### src/rtl/multicycle_control_fsm.sv
// Multi-cycle RV32I-subset control unit sequencing fetch/decode/execute/mem/writeback
// over a shared ALU, register file and single memory port.
module multicycle_control_fsm #(
  parameter int unsigned TIMEOUT = 16,
  parameter int unsigned CNT_W   = 32
) (
  input  logic             clk,
  input  logic             rst,
  input  logic [6:0]       opcode,
  input  logic [2:0]       funct3,
  input  logic [6:0]       funct7,
  input  logic             alu_zero,
  input  logic             alu_lt,
  input  logic             alu_ltu,
  input  logic             mem_ready,
  output logic             mem_req,
  output logic             mem_we,
  output logic             addr_sel,
  output logic             ir_write,
  output logic             alu_sub,
  output logic             alu_src_imm,
  output logic             reg_write,
  output logic [1:0]       wb_sel,
  output logic             pc_write,
  output logic             pc_sel,
  output logic             halted,
  output logic             bus_err,
  output logic             illegal,
  output logic [CNT_W-1:0] instret
);

  localparam int unsigned WAIT_W = $clog2(TIMEOUT + 1);

  localparam logic [6:0] OP_R      = 7'b0110011;
  localparam logic [6:0] OP_I      = 7'b0010011;
  localparam logic [6:0] OP_LOAD   = 7'b0000011;
  localparam logic [6:0] OP_STORE  = 7'b0100011;
  localparam logic [6:0] OP_BRANCH = 7'b1100011;
  localparam logic [6:0] OP_JAL    = 7'b1101111;
  localparam logic [6:0] OP_LUI    = 7'b0110111;

  typedef enum logic [2:0] {
    S_IDLE, S_FETCH, S_DECODE, S_EXEC, S_MEM, S_WB, S_HALT
  } state_t;

  state_t            state_q, state_d;
  logic [WAIT_W-1:0] wait_q;
  logic              timeout_c;
  logic              set_bus_err, set_illegal;
  logic              taken;
  logic              is_r, is_i, is_load, is_store, is_branch, is_jal, is_lui;
  logic              unused_funct7;

  assign is_r      = (opcode == OP_R);
  assign is_i      = (opcode == OP_I);
  assign is_load   = (opcode == OP_LOAD);
  assign is_store  = (opcode == OP_STORE);
  assign is_branch = (opcode == OP_BRANCH);
  assign is_jal    = (opcode == OP_JAL);
  assign is_lui    = (opcode == OP_LUI);

  // Only funct7[5] distinguishes SUB/SRA from ADD/SRL.
  assign unused_funct7 = &{1'b0, funct7[6], funct7[4:0]};

  // Last permitted wait cycle of the current memory access.
  assign timeout_c = (wait_q == WAIT_W'(TIMEOUT - 1));

  // Branch decision from ALU compare flags.
  always_comb begin
    taken = 1'b0;
    case (funct3)
      3'b000:  taken = alu_zero;
      3'b001:  taken = ~alu_zero;
      3'b100:  taken = alu_lt;
      3'b101:  taken = ~alu_lt;
      3'b110:  taken = alu_ltu;
      3'b111:  taken = ~alu_ltu;
      default: taken = 1'b0;
    endcase
  end

  always_ff @(posedge clk or posedge rst) begin
    if (rst) state_q <= S_IDLE;
    else     state_q <= state_d;
  end

  // Wait counter restarts whenever FETCH or MEM is (re)entered.
  always_ff @(posedge clk or posedge rst) begin
    if (rst) begin
      wait_q  <= '0;
      instret <= '0;
      bus_err <= 1'b0;
      illegal <= 1'b0;
    end else begin
      if ((state_d == state_q) && ((state_q == S_FETCH) || (state_q == S_MEM)))
        wait_q <= wait_q + WAIT_W'(1);
      else
        wait_q <= '0;
      if (pc_write)    instret <= instret + CNT_W'(1);
      if (set_bus_err) bus_err <= 1'b1;
      if (set_illegal) illegal <= 1'b1;
    end
  end

  always_comb begin
    state_d     = state_q;
    mem_req     = 1'b0;
    mem_we      = 1'b0;
    addr_sel    = 1'b0;
    ir_write    = 1'b0;
    alu_sub     = 1'b0;
    alu_src_imm = 1'b0;
    reg_write   = 1'b0;
    wb_sel      = 2'b00;
    pc_write    = 1'b0;
    pc_sel      = 1'b0;
    halted      = 1'b0;
    set_bus_err = 1'b0;
    set_illegal = 1'b0;
    case (state_q)
      S_IDLE: state_d = S_FETCH;
      S_FETCH: begin
        mem_req = 1'b1;
        if (mem_ready) begin
          ir_write = 1'b1;
          state_d  = S_DECODE;
        end else if (timeout_c) begin
          set_bus_err = 1'b1;
          state_d     = S_HALT;
        end
      end
      S_DECODE: begin
        if (is_r || is_i || is_load || is_store || is_branch || is_jal) begin
          state_d = S_EXEC;
        end else if (is_lui) begin
          state_d = S_WB;
        end else begin
          set_illegal = 1'b1;
          state_d     = S_HALT;
        end
      end
      S_EXEC: begin
        alu_src_imm = is_i || is_load || is_store;
        alu_sub     = is_branch || (is_r && (funct7[5] || funct3[1])) || (is_i && funct3[1]);
        if (is_load || is_store) begin
          state_d = S_MEM;
        end else if (is_branch) begin
          pc_write = 1'b1;
          pc_sel   = taken;
          state_d  = S_FETCH;
        end else begin
          state_d = S_WB;
        end
      end
      S_MEM: begin
        mem_req  = 1'b1;
        addr_sel = 1'b1;
        mem_we   = is_store;
        if (mem_ready) begin
          if (is_store) begin
            pc_write = 1'b1;
            state_d  = S_FETCH;
          end else begin
            state_d = S_WB;
          end
        end else if (timeout_c) begin
          set_bus_err = 1'b1;
          state_d     = S_HALT;
        end
      end
      S_WB: begin
        reg_write = 1'b1;
        pc_write  = 1'b1;
        state_d   = S_FETCH;
        if (is_load)     wb_sel = 2'b01;
        else if (is_jal) wb_sel = 2'b10;
        else if (is_lui) wb_sel = 2'b11;
        pc_sel = is_jal;
      end
      S_HALT:  halted = 1'b1;
      default: state_d = S_IDLE;
    endcase
  end

endmodule
### config.mk
export PLATFORM = sky130hd
export DESIGN_NAME = multicycle_control_fsm
export DESIGN_NICKNAME = d
export VERILOG_FILES = /design/src/rtl/multicycle_control_fsm.sv
export SDC_FILE = /design/constraint.sdc
export NUM_CORES = 1
export LEC_CHECK = 0
export ABC_AREA = 1
export CORE_UTILIZATION = 49
export CTS_CLUSTER_SIZE = 12
export DETAILED_ROUTE_END_ITERATION = 8
export PLACE_DENSITY = 0.8
export SLEW_MARGIN = 5
export SYNTH_ARGS = -nofsm -noshare
export SYNTH_HDL_FRONTEND = slang
export SYNTH_SLANG_ARGS = --single-unit
### constraint.sdc
create_clock -name clk -period 2.3 [get_ports clk]
set_clock_uncertainty 0.1 [all_clocks]
set_input_delay 0.23 -clock clk [delete_from_list [all_inputs] [get_ports clk]]
set_output_delay 0.23 -clock clk [all_outputs]
set_load 0.02 [all_outputs]
==> impl_metrics.yaml <==
clocking:
  h-tree-depth: 2
  path_clk_slew_ps: 80
  cts_tree: "done"
  cts_max_path_buffers: 2
  cts_buffers: 5
  cts_root_buf: "clkbuf_8"
  numClockSinks: 42
  postCtsSetupRepairBufs: 0
  ctsHoldBuffers: 0
  clock_latency_ps: 300
timing:
  drv_slew: 0
  fmax_ghz: 0.450
  setup_viol: 0
  finalWorstSetupSlack_ps: 78.4
  worst_slew_pin_slew_ps: 532
  rsz0062_at_grt: "true"
  max_slew_margin_pct: 64.6
  finalCriticalPeriod_ps: 2220
  hold_violations: 0
  fin_crit_sh_pct: 96.6
status:
  outcome: "finished, final reports clean"
setup_path:
  critical_path.max_fanout: 5
  crit_type: "register to primary output"
  slowest_delay_ps: 610
  crit_top_cell: "inv_1"
  required_ps: 1970
  critical-path-slowest-cell: "clkdlybuf4s50_1"
  cp_cell_sequence: "inv_1 > nand3_1 > inv_1 > clkdlybuf4s50_1"
  cp-end-kind: "primary output"
  arrival_ps: 1890
  critPathLaunchType: "register"
logic_synthesis:
  ys_seq_area_share_pct: 38.8
  synth_area_mm2: 0.00271
  synth_adder_area_share_pct: 1.39
  synth_xor_area_share_pct: 9.05
  synthSimpleGateAreaFrac_pct: 38.5
  synth_compound_area_share_pct: 4.52
  synthMuxAreaShare_pct: 0.369
  synth.avg_cell_area_um2: 7.27
  ys_seq_elements: 42
  ys_warn_count: 0
  synthCells: 373
  synth_top_family_by_area: "simple AND/OR/NAND/NOR gates"
  synth.distinct_cells: 36
  syn_nets: 399
drt:
  postRouteAntennaNets: 0
  first_iter_violations: 99
  wl_um: 6760
  via_per_inst: 5.19
  wl_per_cell_um: 13.1
  drc: 0
  drt-pass1-iter-count: 4
  vias: 2681
cells_and_area:
  area_growth_pct: 31.3
  drive_above_1_share_pct: 9.17
  layoutNonFillerInstCount: 517
  design_area_mm2: 0.00356
  fillers: 462
  layout_common_cells: "110 x nand2_1, 53 x clkdlybuf4s50_1, 46 x nor2_1, 42 x dfrtp_1, 41 x inv_1"
  nets: 472
  num_antenna_cells: 0
  layout_commonest_cell: "nand2_1"
  utilization_pct: 68.4
global_route:
  grt_pass1_vias: 2677
  grt_start_max_net_pins: 43
  grt_usage_pct: 24.5
  grt_pass1_wl_um: 11400
  antenna_found_initial: 0
  grt-ovfl-total: 0
floorplanning:
  core_area_mm2: 0.00520
  ios: 69
  rows: 26
  initial_core_util_pct: 52.1
  die-area_mm2: 0.00583
  fp.dieW_um: 76.4
  dieHeight_um: 76.4
placed_design:
  io_buffers: 62
  gp_congestion: 0.894
  pre_cts_slack_ps: -49.1
  dpl_cell_area_mm2: 0.00344
  place_inst: 509
  dp_hpwl_um: 5230
min_path:
  hp-class: "input pin to async pin"
power_and_ir_drop:
  finalPower_mw: 1.39
  peakVddDrop_mv: 0.301
  power_density_mw_per_mm2: 392
  leakage_nw: 1.70
flow_run:
  maxCapViolations: 0
[metrics by stage]
step	setup TNS, ps	hold WS, ps
floorplan	0	341
global placement	0	341
detailed placement	-147	347
CTS	0	285
global route	-55.5	338
finish	0	263
[worst max-delay path, delay by kind of cell, from the launching register on]
family | cells | cell delay, ps
buffers and inverters | 3 | 930
flip-flops | 1 | 440
AND/OR/NAND/NOR | 1 | 220
[registers in the layout (all words and copies together), names as in the netlist]
signal   cells
illegal      1
state_q      3
wait_q       5
instret     32
bus_err      1
[worst paths after layout]
path | from | to | slack, ps | cells after the start
max in group asynchronous | rst | instret[15]$_DFFE_PP0P_ | 1470 | 3
setup / recovery | state_q[1]$_DFF_PP0_ | reg_write | 80 | 4
setup reg to reg | wait_q[0]$_DFF_PP0_ | wait_q[1]$_DFF_PP0_ | 330 | 12
hold reg to reg | bus_err$_DFFE_PP0P_ | bus_err$_DFFE_PP0P_ | 360 | 1
min in group clk | bus_err$_DFFE_PP0P_ | bus_err$_DFFE_PP0P_ | 360 | 1
hold / removal | rst | bus_err$_DFFE_PP0P_ | 260 | 3
[Yosys cell counts]
library cell / instances / area, µm²
inv_1: 41 / 154
and3_1: 1 / 6.26
or2_2: 1 / 6.26
o22ai_1: 1 / 6.26
dfrtp_1: 42 / 1050
nor3_1: 21 / 105
nand3b_1: 2 / 15.0
o21bai_1: 1 / 7.51
nor3_4: 2 / 32.5
a21o_1: 1 / 7.51
mux2i_1: 1 / 10.0
nand3b_2: 1 / 11.3
nand4_1: 3 / 18.8
a2111oi_0: 1 / 8.76
buf_6: 2 / 22.5
xor2_1: 18 / 158
o211ai_1: 2 / 15.0
nor3_2: 1 / 10.0
nand3_2: 1 / 10.0
nand3_1: 24 / 120
a21oi_1: 5 / 25.0
buf_2: 1 / 5.00
inv_2: 5 / 18.8
nor2_2: 5 / 31.3
nor2_4: 1 / 11.3
nand4_2: 1 / 12.5
o21ai_1: 3 / 15.0
o21ai_0: 6 / 30.0
nand2_1: 110 / 413
o21a_1: 1 / 7.51
nor2_1: 46 / 173
nand3_4: 1 / 17.5
nand2_2: 7 / 43.8
xnor2_1: 10 / 87.6
ha_1: 3 / 37.5
and2_1: 1 / 6.26
[report_power, final]
| group | switching [mW] | leakage, nW | internal [mW] |
|---|---|---|---|
| registers | 0 | 0.530 | 0.738 |
| logic | 0.0406 | 1.11 | 0.0363 |
| clock network | 0.260 | 0.0579 | 0.320 |
| total | 0.300 | 1.70 | 1.09 |
[routing by layer]
| metal | track usage [%] | share of wire [%] | vias to the layer above | routed length, µm |
|---|---|---|---|---|
| li1 | - | - | 1322 | - |
| met1 | 28.4 | 43 | 1255 | 2920 |
| met2 | 43.2 | 49 | 80 | 3330 |
| met3 | 4.07 | 3.8 | 24 | 257 |
| met4 | 12.7 | 3.6 | 0 | 246 |
| met5 | 0 | 0 | - | 0 |
[final cells by class]
type	instances	area [µm²]	share of cell area [%]
well taps	70	87.6	2.46
flip-flops and latches	42	1050	29.5
multi-input cells	282	1470	41.2
clock buffers	5	68.8	1.93
repair buffers	69	673	18.9
clock inverters	3	40.0	1.13
inverters	46	173	4.85
[cells by family (layout without fill, tap and decap cells)]
kind of cell    after synthesis  in the layout
simple gates                229            229
flops                        42             42
xor+xnor                     28             28
buf+inv                      49            123
fa+ha+maj                     3              3
compound gates               21             21
mux                           1              1
[what timing repair did]
action	CTS	global route
gates cloned	0	0
pin swaps	0	0
resized for setup	6	5
endpoints found under the setup margin	6	4
Note: power is estimated with default switching activity, not from simulation.
